==> src/rtl/acia_tx.sv <==
// Purpose : ACIA-style transmit-only UART with a CPU register interface (8N1, LSB first).
// Latency : start bit appears on o_tx 2 cycles after the holding-register write access when idle.
// Backpres: single holding register; a write while it is full is dropped and flagged as OVR.
//
// Ports:
//   i_clk      master clock, all state changes on its rising edge
//   i_reset_n  asynchronous active-low reset
//   i_data     CPU write data
//   i_rs       register select (0 = control/status, 1 = TX holding)
//   i_wr_n     active-low write strobe, edge-detected (one access per strobe)
//   i_rd_n     active-low read strobe, edge-detected for side effects
//   o_data     combinational read data, 8'h00 when not reading
//   o_tx       registered serial output, idle high
//   o_irq_n    registered active-low interrupt, asserted when IE and TDRE
module acia_tx #(
    parameter int CLKS_PER_BIT = 16
) (
    input  logic       i_clk,
    input  logic       i_reset_n,
    input  logic [7:0] i_data,
    input  logic       i_rs,
    input  logic       i_wr_n,
    input  logic       i_rd_n,
    output logic [7:0] o_data,
    output logic       o_tx,
    output logic       o_irq_n
);

    localparam int BW = (CLKS_PER_BIT > 1) ? $clog2(CLKS_PER_BIT) : 1;
    localparam logic [BW-1:0] BAUD_LAST = BW'(CLKS_PER_BIT - 1);

    typedef enum logic [1:0] {
        S_IDLE  = 2'd0,
        S_START = 2'd1,
        S_DATA  = 2'd2,
        S_STOP  = 2'd3
    } state_t;

    state_t          r_state, w_state_nxt;
    logic [BW-1:0]   r_baud, w_baud_nxt;
    logic [2:0]      r_bit, w_bit_nxt;
    logic [7:0]      r_shift, w_shift_nxt;
    logic [7:0]      r_hold, w_hold_nxt;
    logic            r_tdre, w_tdre_nxt;
    logic            r_ovr, w_ovr_nxt;
    logic            r_ie, w_ie_nxt;
    logic            r_wr_d, r_rd_d;
    logic            r_tx, w_tx_nxt;
    logic            r_irq_n;

    logic            w_wr_acc, w_rd_acc;
    logic            w_hold_wr, w_ctrl_wr, w_stat_rd;
    logic            w_baud_end;
    logic            w_xfer;
    logic [7:0]      w_status;

    // An access is the first cycle a strobe is seen low after being seen high.
    assign w_wr_acc   = r_wr_d & ~i_wr_n;
    assign w_rd_acc   = r_rd_d & ~i_rd_n;
    assign w_hold_wr  = w_wr_acc & i_rs;
    assign w_ctrl_wr  = w_wr_acc & ~i_rs;
    assign w_stat_rd  = w_rd_acc & ~i_rs;
    assign w_baud_end = (r_baud == BAUD_LAST);

    assign w_status = {5'b00000, r_ovr, (r_state != S_IDLE), r_tdre};

    // Shifter FSM: next state, counters, shift register and the holding transfer.
    always_comb begin
        w_state_nxt = r_state;
        w_baud_nxt  = r_baud;
        w_bit_nxt   = r_bit;
        w_shift_nxt = r_shift;
        w_xfer      = 1'b0;
        w_tx_nxt    = 1'b1;
        case (r_state)
            S_IDLE: begin
                if (!r_tdre) begin
                    w_xfer      = 1'b1;
                    w_shift_nxt = r_hold;
                    w_baud_nxt  = '0;
                    w_bit_nxt   = '0;
                    w_state_nxt = S_START;
                end
            end
            S_START: begin
                if (w_baud_end) begin
                    w_baud_nxt  = '0;
                    w_bit_nxt   = '0;
                    w_state_nxt = S_DATA;
                end else begin
                    w_baud_nxt = r_baud + BW'(1);
                end
            end
            S_DATA: begin
                if (w_baud_end) begin
                    w_baud_nxt  = '0;
                    w_shift_nxt = {1'b0, r_shift[7:1]};
                    if (r_bit == 3'd7) begin
                        w_state_nxt = S_STOP;
                    end else begin
                        w_bit_nxt = r_bit + 3'd1;
                    end
                end else begin
                    w_baud_nxt = r_baud + BW'(1);
                end
            end
            S_STOP: begin
                if (w_baud_end) begin
                    w_baud_nxt = '0;
                    // Pending byte goes straight into a new start bit: no idle gap.
                    if (!r_tdre) begin
                        w_xfer      = 1'b1;
                        w_shift_nxt = r_hold;
                        w_bit_nxt   = '0;
                        w_state_nxt = S_START;
                    end else begin
                        w_state_nxt = S_IDLE;
                    end
                end else begin
                    w_baud_nxt = r_baud + BW'(1);
                end
            end
            default: begin
                w_state_nxt = S_IDLE;
            end
        endcase

        // o_tx is registered from the next-state view so it lines up with r_state.
        case (w_state_nxt)
            S_START: w_tx_nxt = 1'b0;
            S_DATA:  w_tx_nxt = w_shift_nxt[0];
            default: w_tx_nxt = 1'b1;
        endcase
    end

    // CPU-visible registers.
    always_comb begin
        w_hold_nxt = r_hold;
        w_tdre_nxt = r_tdre;
        w_ovr_nxt  = r_ovr;
        w_ie_nxt   = r_ie;

        // A write coinciding with a transfer lands in the slot being vacated.
        if (w_hold_wr && (r_tdre || w_xfer)) begin
            w_hold_nxt = i_data;
            w_tdre_nxt = 1'b0;
        end else if (w_xfer) begin
            w_tdre_nxt = 1'b1;
        end

        // Overrun set beats a coincident status-read clear.
        if (w_hold_wr && !r_tdre && !w_xfer) begin
            w_ovr_nxt = 1'b1;
        end else if (w_stat_rd) begin
            w_ovr_nxt = 1'b0;
        end

        if (w_ctrl_wr) begin
            w_ie_nxt = i_data[0];
        end
    end

    always_ff @(posedge i_clk or negedge i_reset_n) begin
        if (!i_reset_n) begin
            r_state <= S_IDLE;
            r_baud  <= '0;
            r_bit   <= '0;
            r_shift <= 8'h00;
            r_hold  <= 8'h00;
            r_tdre  <= 1'b1;
            r_ovr   <= 1'b0;
            r_ie    <= 1'b0;
            r_wr_d  <= 1'b1;
            r_rd_d  <= 1'b1;
            r_tx    <= 1'b1;
            r_irq_n <= 1'b1;
        end else begin
            r_state <= w_state_nxt;
            r_baud  <= w_baud_nxt;
            r_bit   <= w_bit_nxt;
            r_shift <= w_shift_nxt;
            r_hold  <= w_hold_nxt;
            r_tdre  <= w_tdre_nxt;
            r_ovr   <= w_ovr_nxt;
            r_ie    <= w_ie_nxt;
            r_wr_d  <= i_wr_n;
            r_rd_d  <= i_rd_n;
            r_tx    <= w_tx_nxt;
            // Built from next-cycle IE/TDRE so the flop tracks the registers exactly.
            r_irq_n <= ~(w_ie_nxt & w_tdre_nxt);
        end
    end

    always_comb begin
        o_data = 8'h00;
        if (!i_rd_n && !i_rs) begin
            o_data = w_status;
        end
    end

    assign o_tx    = r_tx;
    assign o_irq_n = r_irq_n;

endmodule

==> config.mk <==
export PLATFORM = sky130hd
export DESIGN_NAME = acia_tx
export DESIGN_NICKNAME = d
export VERILOG_FILES = /design/src/rtl/acia_tx.sv
export SDC_FILE = /design/constraint.sdc
export NUM_CORES = 1
export LEC_CHECK = 0
export BUFFER_PORTS_ARGS = -buffer_cell sky130_fd_sc_hd__buf_2
export CAP_MARGIN = 0
export CORE_MARGIN = 3
export CORE_UTILIZATION = 60
export CTS_BUF_LIST = sky130_fd_sc_hd__clkbuf_16
export DETAILED_ROUTE_END_ITERATION = 8
export PLACE_DENSITY = 0.81
export SLEW_MARGIN = 20
export SYNTH_ARGS = -nofsm -noshare
export SYNTH_HDL_FRONTEND = slang
export SYNTH_SLANG_ARGS = --single-unit
==> constraint.sdc <==
create_clock -name i_clk -period 3.2 [get_ports i_clk]
set_input_delay 0.16 -clock i_clk [delete_from_list [all_inputs] [get_ports i_clk]]
set_output_delay 0.16 -clock i_clk [all_outputs]
set_load 0.03 [all_outputs]
# After elaboration in Yosys (flattened, before gate mapping)
# Cells that the tools add are included.
[word_totals]
regBits = 32
inputBits = 13
[classes]
addsub = 2
eq_ne = 12
muxes = 30
n_bitwise = 10
n_reduce_logical = 16
[ops]
columns = ["op", "n"]
rows = [
  ["$mux 8", 3],
  ["$pmux 8 s3", 1],
  ["$mux 3", 6],
  ["$pmux 3 s4", 1],
  ["$mux 2", 5],
  ["$ne 2x2->1 const B", 5],
  ["$mux 1", 8],
  ["$mux 4", 2],
  ["$pmux 2 s4", 1],
  ["$pmux 4 s2", 1],
  ["$and 1x1->1", 6],
  ["$eq 2x2->1 const B", 3],
  ["$add 4x1->4 const B", 1],
  ["$eq 2x1->1 const B", 2],
  ["$eq 4x4->1 const B", 1],
  ["$logic_and 1x1->1", 4],
  ["$logic_not 1->1", 4],
  ["$not 1->1", 4],
  ["$pmux 1 s2", 2],
  ["$reduce_and 4->1", 1],
  ["$reduce_bool 2->1", 2],
  ["$add 3x1->3 const B", 1],
  ["$eq 3x3->1 const B", 1],
  ["$reduce_and 3->1", 1],
  ["other kinds (4)", 4],
]

# Longest topological paths before layout
# Gate-level depths: netlist of run 1.
[depth]
depth_word = 8
depth_mapped = 8
mapped_depth_nobuf = 7

# Worst setup path before layout of run 1
# OpenSTA, ideal clock, no wires.
[synth_timing]
path_kind = "flip-flop to flip-flop"
startpoint = "register r_state[0]"
endpoint = "register r_tx (netlist: o_tx)"
setup_ps = 75
arrival_time_ps = 1685
required_time_ps = 3125
setup_slack_ps = 1440
path_stages_with_launch = 8
n_path_buf = 1
path_cell_list = "dfrtp_1 inv_1 ha_1 clkbuf_1 a221o_1 a221oi_2 nor2_1 mux2i_1"
[synth_between]
elab_chain_cells = 5
[synth_rtl]
columns = ["item", "line", "source"]
rows = [
  ["start: declaration", "39", "state_t r_state, w_state_nxt;"],
  ["start signal: assignment", "178", "r_state <= w_state_nxt;"],
  ["$mux 2", "98", "if (r_bit == 3'd7) begin"],
  ["$mux 2", "95", "if (w_baud_end) begin"],
  ["$pmux 2 s4 (*)", "75", "case (r_state)"],
  ["named net w_state_nxt[0]", "39", ""],
  ["$eq 2x2->1 or $eq 2x1->1 (tied branches)", "129", "case (w_state_nxt)"],
  ["$pmux 1 s2 (*)", "129", ""],
  ["named net w_tx_nxt", "48", "logic r_tx, w_tx_nxt;"],
  ["end signal: assignment", "188", "r_tx <= w_tx_nxt;"],
  ["end: declaration", "48", ""],
]
# The timed path passes the listed nets; every way through them passes the cells marked *.
# A chain may end at the register's enable or synchronous reset.

# Worst setup path in the final report of run 1
[layout_timing]
startpoint = "register r_state[1]"
endpoint = "register r_hold[2]"
[layout_between]
elab_chain_cells = 4
[layout_rtl]
columns = ["item", "line", "source"]
rows = [
  ["$eq 2x2->1 or $logic_not 2->1 (tied branches)", "75", ""],
  ["$pmux 1 s2 (*)", "75", ""],
  ["$logic_or 1x1->1 (*)", "144", "if (w_hold_wr && (r_tdre || w_xfer)) begin"],
  ["$logic_and 1x1->1 (*)", "144", ""],
  ["end signal: assignment", "182", "r_hold <= w_hold_nxt;"],
  ["end: declaration", "43", "logic [7:0] r_hold, w_hold_nxt;"],
]
# Mark *: on every way between the ends. The rest lies on a longest branch, timed or not.

==> impl_results.md, run 1 <==
* I/O pin count at 23
* Area Overhead vs Synth at 13.2%
* Crit-path cells: ha_1, a41oi_1, nor2_1, nor2_2, nor2_4, mux2_2
* Crit path largest cell delay at 0.48 ns
* FF-to-FF End: r_hold[2]
* Post-synth EDFFs at 0
* R2R Setup Slk at 1.21 ns
* Yosys cell types at 39
* Via count of the routed design at 1213
* Worst reg2reg startpoint: r_state[1]
* Placed instance area at 0.00172 mm²
* Max-cap violations at 0
* Critical Path RT at 3.35 ns
* Wire per inst at 14.7 µm
* DR pass1 iterations at 4
* TNS Setup at 0 ns
* Fin crit period at 1.99 ns
* Primary FF master, synth: dfrtp_1
* Mapped Cells at 162
* Post-Route WL at 3110 µm
* Yosys Warn Count at 0
* Hold Path End: r_wr_d
* CTS Root Cell: clkbuf_16
* Port Buffers at 17
* Crit path capture type: flip-flop
* Antenna Cells at 0
* Synth Cell Area at 0.00165 mm²
* Number of gates resized after cts at 0
* Critical Path AT at 2.14 ns
* 1st-iter DRT viols at 39
* Final Slew Violations at 0
* HPWL after detailed placement at 2270 µm
* Overflow after GRT at 0
* CTS sink cnt at 32
* Number of synthesized register bits at 32
* Share of layout cells above drive strength 1 at 22.7%
* Max Fclk at 503 MHz
* Final Hold Vio Count at 0
* Post-Syn Area per Cell at 10.2 µm²
* Clock tree buffer depth at 2
* Setup repair bufs after CTS at 0
* Skew-Pair Late Insertion Delay at 0.27 ns
* GRT Resource Usage Total at 20.5%
* Cts bufs inserted at 5
* CP startpoint kind: flip-flop
* Largest net degree at the start of global routing at 33
* Kind of critical path: reg -> reg
* Slowest CP cell: dfrtp_1
* CTS H-tree depth at 2
* Starting density of the core at 64.9%
* Die area at 0.00342 mm²
* Num rows at 18
* Status: completed
* Vias per std cell at 5.75
* CTS tree: done
* Core outline area at 0.00254 mm²
* Final worst path period share at 62.2%
* Die Y-Extent at 58.5 µm
* Number of hold buffers added after CTS at 1
* First-pass GRT wire length at 5350 µm
* Final setup fails at 0
* Hold path cells at 1
* Die W at 58.5 µm
* Remaining DRCs at 0
* Critical path origin: r_state[1]
* Dominant cell type by area after synthesis: dfrtp_1
* Vias in the first global route at 1215
* Hold WC Path Type: in -> reg
* Final nets at 201
* GP Congestion at 0.857
* Asr flop ratio synth at 100%
* Peak VDD IR at 0.000711 V
* Worst-path fanout max at 8
* Finished layout cell area at 0.00187 mm²
* Leak pwr at 0.863 nW
* Slew HR at 53.4%
* Final ANT Viol Nets at 0
* Antenna violations before repair at 0
* Min-Delay Startpoint: i_wr_n
* Worst-Margin Slew at 0.699 ns
* Seq/Total Area, Yosys at 48.8%
* Share of the synthesized area in the top cell type at 40.9%
* Synth top area cells: dfrtp_1, dfstp_2, ha_1, mux2_2, o21ai_0
* Clock Skew at 0.00323 ns
* RSZ-0062 raised after global routing: false
* # fillers at 175
* Worst R2R Path Depth at 6
* Clk slew on worst S/H paths at 0.05 ns
* PD cells at 854 mW/mm²
-- metal layers --
metal,global-route usage (%),share of wire [%],up-vias
met1,26.2,45,593
li1,-,-,590
met2,34.3,50,28
met4,7.62,0.48,0
met3,4.17,4.5,2
met5,0,0,-
-- synth_stat cells (2+ instances only) --
cell type  instances
dfrtp_1           27
nand2_1           19
o21ai_0           15
nor2_1            13
ha_1               8
inv_1              8
mux2_2             8
a21oi_1            6
a22oi_1            6
buf_4              6
dfstp_2            5
mux2i_1            4
nand2b_1           4
and2_1             3
clkbuf_1           3
a22o_1             2
buf_2              2
nor3_1             2
-- logic make-up (layout without fill, tap and decap cells) --
family | count (synthesis) | after routing | share of synthesized area (%)
buffers and inverters | 19 | 34 | 5.83
AND/OR/NAND/NOR | 49 | 49 | 14.2
flip-flops | 32 | 32 | 48.8
other | 1 | 5 | 0.227
multiplexers | 13 | 13 | 8.55
adder cells (fa/ha/maj) | 8 | 8 | 6.06
AO/OA/AOI/OAI | 40 | 40 | 16.4
-- worst max-delay path, delay by kind of cell, from the launching register on --
kind	cells	cell delay (ns)
flip-flops	1	0.48
AO/OA/AOI/OAI	1	0.21
multiplexers	1	0.38
adder cells (fa/ha/maj)	1	0.31
AND/OR/NAND/NOR	3	0.50
-- power by group --
group | leakage (nW) | internal (W) | switching, W
sequential | 0.404 | 0.000553 | 0.000106
combinational | 0.389 | 0.000203 | 0.000303
clock | 0.0701 | 0.000279 | 0.000153
total | 0.863 | 0.00103 | 0.000562
-- sequential cells by signal, indices dropped and copies added (netlist names) --
signal	cells
r_wr_d	1
o_irq_n	1
r_bit	3
o_tx	1
r_tdre	1
r_state	2
r_rd_d	1
r_hold	8
r_baud	4
r_ie	1
r_shift	8
r_ovr	1
-- through the flow --
stage | total power (W) | setup slack (ns) | hold WS (ns) | utilization (%) | instances
3_3_place_gp | 0.00113 | 1.39 | 0.232 | 67.7 | 202
3_5_place_dp | 0.00116 | 1.26 | 0.233 | 67.7 | 202
4_1_cts | 0.00160 | 1.23 | 0.000132 | 73.5 | 211
5_1_grt | 0.00170 | 1.07 | 0.00243 | 73.5 | 211
2_1_floorplan | 0.00104 | 1.44 | -0.136 | - | 166
6_report | 0.00160 | 1.21 | 0.00301 | 73.5 | 211
-- layout by cell type (no fill, tap or decap), types with 3 or more instances in the layout --
cell	count
a21oi_1	6
a22oi_1	6
and2_1	3
buf_2	17
clkbuf_16	5
conb_1	5
dfrtp_1	27
dfstp_2	5
ha_1	8
inv_1	9
mux2_2	8
mux2i_1	4
nand2_1	19
nand2b_1	4
nor2_1	13
o21ai_0	15
-- worst max-delay path by stage --
stage	endpoint	slack [ns]	cells past startpoint
after floorplan	o_tx	1.44	7
after global placement	o_tx	1.39	7
after detailed placement	r_hold[2]	1.26	6
after CTS	r_hold[2]	1.23	6
after global routing	r_hold[2]	1.07	6
final	r_hold[2]	1.21	6
-- layout make-up --
cell class / count / area, µm² / share of cell area (%)
Tap cell: 30 / 37.5 / 2.01
Sequential cell: 32 / 807 / 43.1
Clock buffer: 5 / 125 / 6.69
Timing Repair Buffer: 18 / 95.1 / 5.08
Clock inverter: 3 / 11.3 / 0.602
Multi-Input combinational cell: 115 / 764 / 40.9
Inverter: 8 / 30.0 / 1.61
Note: power is estimated with default switching activity, not from simulation.
==> run 2: changes to the inputs <==
--- a/config.mk
+++ b/config.mk
@@ -8,10 +8,10 @@
 export BUFFER_PORTS_ARGS = -buffer_cell sky130_fd_sc_hd__buf_2
 export CAP_MARGIN = 0
 export CORE_MARGIN = 3
-export CORE_UTILIZATION = 60
+export CORE_UTILIZATION = 51
 export CTS_BUF_LIST = sky130_fd_sc_hd__clkbuf_16
 export DETAILED_ROUTE_END_ITERATION = 8
-export PLACE_DENSITY = 0.81
+export PLACE_DENSITY = 0.73
 export SLEW_MARGIN = 20
 export SYNTH_ARGS = -nofsm -noshare
 export SYNTH_HDL_FRONTEND = slang
==> constraint.sdc (replaced) <==
create_clock -name i_clk -period 1.6 [get_ports i_clk]
set_input_delay 0.08 -clock i_clk [delete_from_list [all_inputs] [get_ports i_clk]]
set_output_delay 0.08 -clock i_clk [all_outputs]
set_load 0.03 [all_outputs]
==> impl_results.md, run 2 (same netlist as run 1, synthesis figures left out) <==
* Die Y-Extent at 62.9 µm (+7.6%)
* CTS Root Cell: clkbuf_16
* Worst R2R Path Depth at 6 (unchanged)
* Met2 Usage GRT at 30.0% (-4.3 points)
* Crit-path cells: ha_4, buf_4, a2111oi_0, a221o_2, nor2_1, mux2i_1
* # fillers at 182 (+4.0%)
* PD cells at 1640 mW/mm² (+92%)
* Critical Path RT at 1.79 ns (-1.56 ns)
* RSZ-0062 raised after global routing: true
* Fin crit period at 1.72 ns (-0.266 ns)
* Vias per std cell at 5.35 (-7.0%)
* Final setup fails at 17 (+17)
* CP startpoint kind: flip-flop
* Met3 Use GR at 3.60% (-0.57 points)
* Via count of the routed design at 1363 (+12%)
* CTS tree: done
* Clock Skew at 0.00450 ns (+0.00128 ns)
* Final WS setup at -0.123 ns (-1.33 ns)
* First-pass GRT wire length at 6000 µm (+12%)
* Crit path capture type: flip-flop
* Gr busiest metal: met2
* Cts bufs inserted at 5 (unchanged)
* Largest net degree at the start of global routing at 33 (unchanged)
* Worst-path fanout max at 5 (-3)
* CTS sink cnt at 32 (unchanged)
* Core outline area at 0.00308 mm² (+21%)
* Final Slew Violations at 0 (unchanged)
* Hold path cells at 2 (+1)
* Overflow after GRT at 0 (unchanged)
* Slew HR at 55.1% (+1.7 points)
* Area Overhead vs Synth at 42.8%
* Clk slew on worst S/H paths at 0.05 ns (about the same)
* Worst-Margin Slew at 0.674 ns (-0.0251 ns)
* Share of layout cells above drive strength 1 at 46.9% (+24 points)
* Skew-Pair Late Insertion Delay at 0.27 ns (about the same)
* Crit path largest cell delay at 0.45 ns (-0.03 ns)
* GRT Resource Usage Total at 19.1% (-1.4 points)
* Largest regs: r_hold (8), r_shift (8), r_baud (4)
* Leak pwr at 1.04 nW (+21%)
* HPWL after detailed placement at 2370 µm (+4.5%)
* TNS Setup at -1.11 ns (-1.11 ns)
* Met1 usage at 25.7% (-0.43 points)
* DR pass1 iterations at 4 (unchanged)
* CTS H-tree depth at 2 (unchanged)
* Highest-count cells in the layout ignoring fill and taps: buf_4, dfrtp_1, nand2_1
* Antenna violations before repair at 0 (unchanged)
* Status: finished with violations
* Antenna Cells at 0 (unchanged)
* Starting density of the core at 53.7% (-11 points)
* Peak VDD IR at 0.00124 V (+75%)
* Final core utilization at 76.7% (+3.2 points)
* Slowest CP cell: dfrtp_2
* Wire per inst at 15.2 µm (+3.0%)
* Max Fclk at 580 MHz (+15%)
* Final nets at 231 (+15%)
* 1st-iter DRT viols at 25 (-36%)
* Remaining DRCs at 0 (unchanged)
* Final worst path period share at 108% (+46 points)
* Violated checks: setup timing
* GP Congestion at 0.834 (-2.7%)
* Clock tree buffer depth at 2 (unchanged)
* Die W at 62.9 µm (+7.6%)
* Kind of critical path: reg -> reg
* Num rows at 20 (+2)
* I/O pin count at 23 (unchanged)
* Critical Path AT at 1.92 ns (-0.22 ns)
* Final Hold Vio Count at 0 (unchanged)
* Hold WC Path Type: in -> reg
* Max-cap violations at 0 (unchanged)
* Vias in the first global route at 1296 (+6.7%)
* Die area at 0.00396 mm² (+16%)
* Final ANT Viol Nets at 0 (unchanged)
* Post-Route WL at 3870 µm (+24%)
* Port Buffers at 17 (unchanged)
## run 2: changes by cell type in the layout (fill, tap and decap cells not counted), sizes merged
cell,previous run,this run
dlygate4sd3,1,3
clkinv,2,1
inv,9,10
buf,17,45
## run 2: path summary, 6_finish.rpt
kind / start / end / slack [ns]
worst min register to register: r_ie / r_ie / 0.49
worst max register to register: r_state[0] / o_tx / -0.12
max in group asynchronous: i_reset_n / r_state[0] / 0.74
min in group asynchronous: i_reset_n / r_baud[2] / 0.38
worst min-delay path: i_data[2] / r_hold[2] / 0.05
worst max-delay path: r_state[0] / o_tx / -0.12
## run 2: cell type report
type | count | area (µm²) | area share, %
clock buffer | 5 | 125 | 5.30
clock inverter | 3 | 11.3 | 0.477
inverter | 8 | 32.5 | 1.38
multi-input combinational | 115 | 966 | 40.9
sequential | 32 | 810 | 34.3
tap | 44 | 55.1 | 2.33
timing repair buffer | 48 | 360 | 15.3
## run 2: through the flow
| step | setup WS [ns] | hold slack, ns | instances | instance area, µm² | total power [W] |
|---|---|---|---|---|---|
| after detailed placement | -0.0968 | 0.159 | 233 | 1930 | 0.00255 |
| after global routing | -0.155 | 0.0468 | 255 | 2360 | 0.00410 |
| final | -0.123 | 0.0451 | 255 | 2360 | 0.00387 |
| after floorplan | 0.00200 | -0.216 | 166 | 1730 | 0.00214 |
| after global placement | -0.0724 | 0.156 | 233 | 1930 | 0.00249 |
| after CTS | -0.0898 | 0.0256 | 246 | 2170 | 0.00358 |
## run 2: worst max-delay path, delay by kind of cell, from the launching register on
family,cells,cell delay [ns]
compound gates,2,0.65
fa+ha+maj,1,0.19
buf+inv,1,0.16
flops,1,0.45
mux,1,0.14
simple gates,1,0.05
## run 2: timing repair
| action | in CTS | in global routing |
|---|---|---|
| buffers inserted | 4 | 9 |
| gates cloned | 0 | 0 |
| gates resized for setup | 19 | 26 |
| endpoints found under the setup margin | 18 | 23 |
| hold buffers | 3 | 0 |
| pin swaps | 10 | 15 |
| endpoints found under the hold margin | 29 | 0 |
## run 2: power breakdown
part           leakage [nW]  switching (W)  total (W)  internal [W]
sequential            0.401       0.000217    0.00132       0.00111
clock                0.0738       0.000300   0.000857      0.000557
combinational         0.568       0.000862    0.00169      0.000830
## run 2: metal layers
metal  share of wire (%)  wire [µm]  vias to the layer above
met5                   0          0                        -
met2                  54       2090                       28
li1                    -          -                      655
met4                 1.2         47                        0
met3                 3.5        135                        8
met1                  41       1600                      672
==> run 3: changes to the inputs <==
--- a/config.mk
+++ b/config.mk
@@ -7,7 +7,7 @@
 export LEC_CHECK = 0
 export BUFFER_PORTS_ARGS = -buffer_cell sky130_fd_sc_hd__buf_2
 export CAP_MARGIN = 0
-export CORE_MARGIN = 3
+export CORE_MARGIN = 5
 export CORE_UTILIZATION = 51
 export CTS_BUF_LIST = sky130_fd_sc_hd__clkbuf_16
 export DETAILED_ROUTE_END_ITERATION = 8
==> impl_results.md, run 3 (same netlist as run 1, synthesis figures left out) <==
* Status: finished with violations
* Violated checks: setup timing
* Die area at 0.00448 mm² (+13%)
* Critical Path RT at 1.80 ns (about the same)
* CTS Root Cell: clkbuf_16
* Critical Path AT at 1.91 ns (about the same)
* Share of layout cells above drive strength 1 at 43.5% (-3.4 points)
* Final setup fails at 15 (-2)
* Post-Route WL at 3640 µm (-5.8%)
* Cell mode on critical path: nor2_1
* Area Overhead vs Synth at 39.4%
* PD cells at 1720 mW/mm² (+4.7%)
* Overflow after GRT at 0 (unchanged)
* Crit path capture type: flip-flop
* Kind of critical path: reg -> reg
* Antenna violations before repair at 0 (unchanged)
* Remaining DRCs at 0 (unchanged)
* Via count of the routed design at 1350 (-0.95%)
* Sequential cell area at 810 µm² (unchanged)
* First-pass GRT wire length at 6240 µm (+4.0%)
* Largest net degree at the start of global routing at 33 (unchanged)
* CTS tree: done
* Starting density of the core at 53.7% (unchanged)
* Seq pwr share at 32.8% (-1.4 points)
* HPWL after detailed placement at 2320 µm (-2.2%)
* Highest-count cells in the layout ignoring fill and taps: dfrtp_1, nand2_1, buf_4
* Worst reg2reg startpoint: r_state[0]
* Cts bufs inserted at 5 (unchanged)
* Wire per inst at 14.5 µm (-4.3%)
* Core outline area at 0.00308 mm² (unchanged)
* Fin crit period at 1.72 ns (-0.00769 ns)
* I/O pin count at 23 (unchanged)
* Skew-Pair Late Insertion Delay at 0.28 ns (about the same)
* Hold WS at 0.0344 ns (-0.0107 ns)
* Final ANT Viol Nets at 0 (unchanged)
* Placed instance area at 0.00193 mm² (unchanged)
* Slowest CP cell: dfrtp_2
* GRT Resource Usage Total at 19.0% (-0.12 points)
* Crit path largest cell delay at 0.45 ns (about the same)
* Final WS setup at -0.115 ns (+0.00769 ns)
* Worst R2R Path Depth at 6 (unchanged)
* Clk slew on worst S/H paths at 0.05 ns (about the same)
* Min-Delay Startpoint: i_data[4]
* Hold Path End: r_hold[4]
* Hold path cells at 2 (unchanged)
* P_int at 0.00263 W (+5.3%)
* Crit-path cells: inv_2, ha_2, nor2_1, a221o_2, nor2_1, mux2i_1
* Die Y-Extent at 66.9 µm (+6.4%)
* Largest regs: r_hold (8), r_shift (8), r_baud (4)
* Final Slew Violations at 0 (unchanged)
* Vias per std cell at 5.38 (+0.62%)
* CP startpoint kind: flip-flop
* Clk pwr share at 26.5% (+4.4 points)
* FF-to-FF End: o_tx
* Num rows at 20 (unchanged)
* Slew HR at 52.3% (-2.8 points)
* Antenna Cells at 0 (unchanged)
* Worst-Margin Slew at 0.716 ns (+0.0421 ns)
* 1st-iter DRT viols at 57 (+130%)
* Psw at 0.00133 W (-3.3%)
* Port Buffers at 17 (unchanged)
* Max Fclk at 583 MHz (+0.45%)
* Peak VDD IR at 0.00119 V (-4.5%)
* Clock Skew at 0.00450 ns (-0.00000256 ns)
* Final Power at 0.00396 W (+2.2%)
* Multi-input logic area at 921 µm² (-4.7%)
* Final Hold Vio Count at 0 (unchanged)
* Finished layout cell area at 0.00230 mm² (-2.4%)
* Combinational power share at 40.7% (-3.0 points)
* GP Congestion at 0.857 (+2.8%)
* CTS H-tree depth at 2 (unchanged)
* Hold WC Path Type: in -> reg
* Switching portion of total power at 33.7% (-1.9 points)
* Worst-path fanout max at 9 (+4)
* Final worst path period share at 107% (-0.48 points)
* Max-cap violations at 0 (unchanged)
* Bufs and invs on worst path at 1 (unchanged)
* Final nets at 227 (-1.7%)
* DR pass1 iterations at 4 (unchanged)
* Leak pwr at 1.02 nW (-1.8%)
* CTS sink cnt at 32 (unchanged)
* Die W at 66.9 µm (+6.4%)
* RSZ-0062 raised after global routing: true
* Most common cell after layout, fill and taps aside: dfrtp_1
* Crit path max-delay family: flip-flops
* R2R Setup Slk at -0.12 ns (about the same)
* Clock tree buffer depth at 2 (unchanged)
* Vias in the first global route at 1380 (+6.5%)
* Dpl ws at -0.105 ns (-0.00849 ns)
* # fillers at 186 (+2.2%)
[run 3: changes by cell type in the layout (fill, tap and decap cells not counted), moves of 2 or more]
| cell | previous run | this run |
|---|---|---|
| a22oi_1 | 1 | 6 |
| a22oi_2 | 5 | 0 |
| buf_4 | 25 | 19 |
| buf_6 | 2 | 4 |
| ha_2 | 1 | 3 |
| ha_4 | 6 | 4 |
| inv_1 | 8 | 6 |
| nor2_1 | 8 | 10 |
| nor2_2 | 5 | 2 |
| o21ai_0 | 7 | 11 |
| o21ai_1 | 6 | 2 |
[run 3: how the worst max path moves through the flow]
stage                    start        end  slack (ns)  depth (start not counted)
global route        r_state[0]  r_hold[3]       -0.18                          8
finish              r_state[0]       o_tx       -0.12                          6
CTS                 r_state[0]  r_hold[7]        -0.1                          8
floorplan           r_state[0]  r_hold[5]       0.002                          7
global placement    r_state[0]  r_hold[4]       -0.07                          6
detailed placement  r_state[0]  r_hold[3]       -0.11                          6
[run 3: worst register-to-register path, delay by kind of cell (launching register included)]
kind | cells | cell delay [ns]
AO/OA/AOI/OAI | 1 | 0.43
adder cells (fa/ha/maj) | 1 | 0.31
buffers and inverters | 1 | 0.11
flip-flops | 1 | 0.45
multiplexers | 1 | 0.09
AND/OR/NAND/NOR | 2 | 0.24
[run 3: what timing repair did]
action / 4_1_cts / 5_1_grt
pin swaps: 7 / 2
hold buffers: 3 / 0
endpoints found under the setup margin: 18 / 22
buffers inserted: 6 / 1
gates resized for setup: 22 / 12
endpoints found under the hold margin: 29 / 0
[run 3: layer usage]
metal	track usage (%)	vias to the layer above	wire, µm
met5	0	-	0
met4	9.62	0	123
met1	23.3	645	1560
li1	-	644	-
met3	7.08	16	239
met2	29.0	45	1720
[run 3: power by group through the flow]
stage | clock, W | sequential [W] | combinational [W]
after floorplan | 0 | 0.00130 | 0.000835
after global placement | 0 | 0.00128 | 0.00123
after detailed placement | 0 | 0.00129 | 0.00127
after CTS | 0.00107 | 0.00129 | 0.00147
after global routing | 0.00112 | 0.00133 | 0.00178
final | 0.00105 | 0.00130 | 0.00161
[run 3: layout make-up]
| cell class | instances | share of cell area (%) |
|---|---|---|
| multi-input combinational | 115 | 40.0 |
| timing repair buffer | 44 | 14.0 |
| clock inverter | 3 | 1.63 |
| clock buffer | 5 | 5.43 |
| tap | 44 | 2.39 |
| sequential | 32 | 35.1 |
| inverter | 8 | 1.41 |
[run 3: metrics by stage]
step	std cells	TNS, ns	util [%]
floorplan	166	0	-
global placement	233	-0.825	62.8
detailed placement	233	-1.36	62.8
CTS	250	-0.688	73.0
global route	251	-2.47	74.8
finish	251	-1.06	74.8
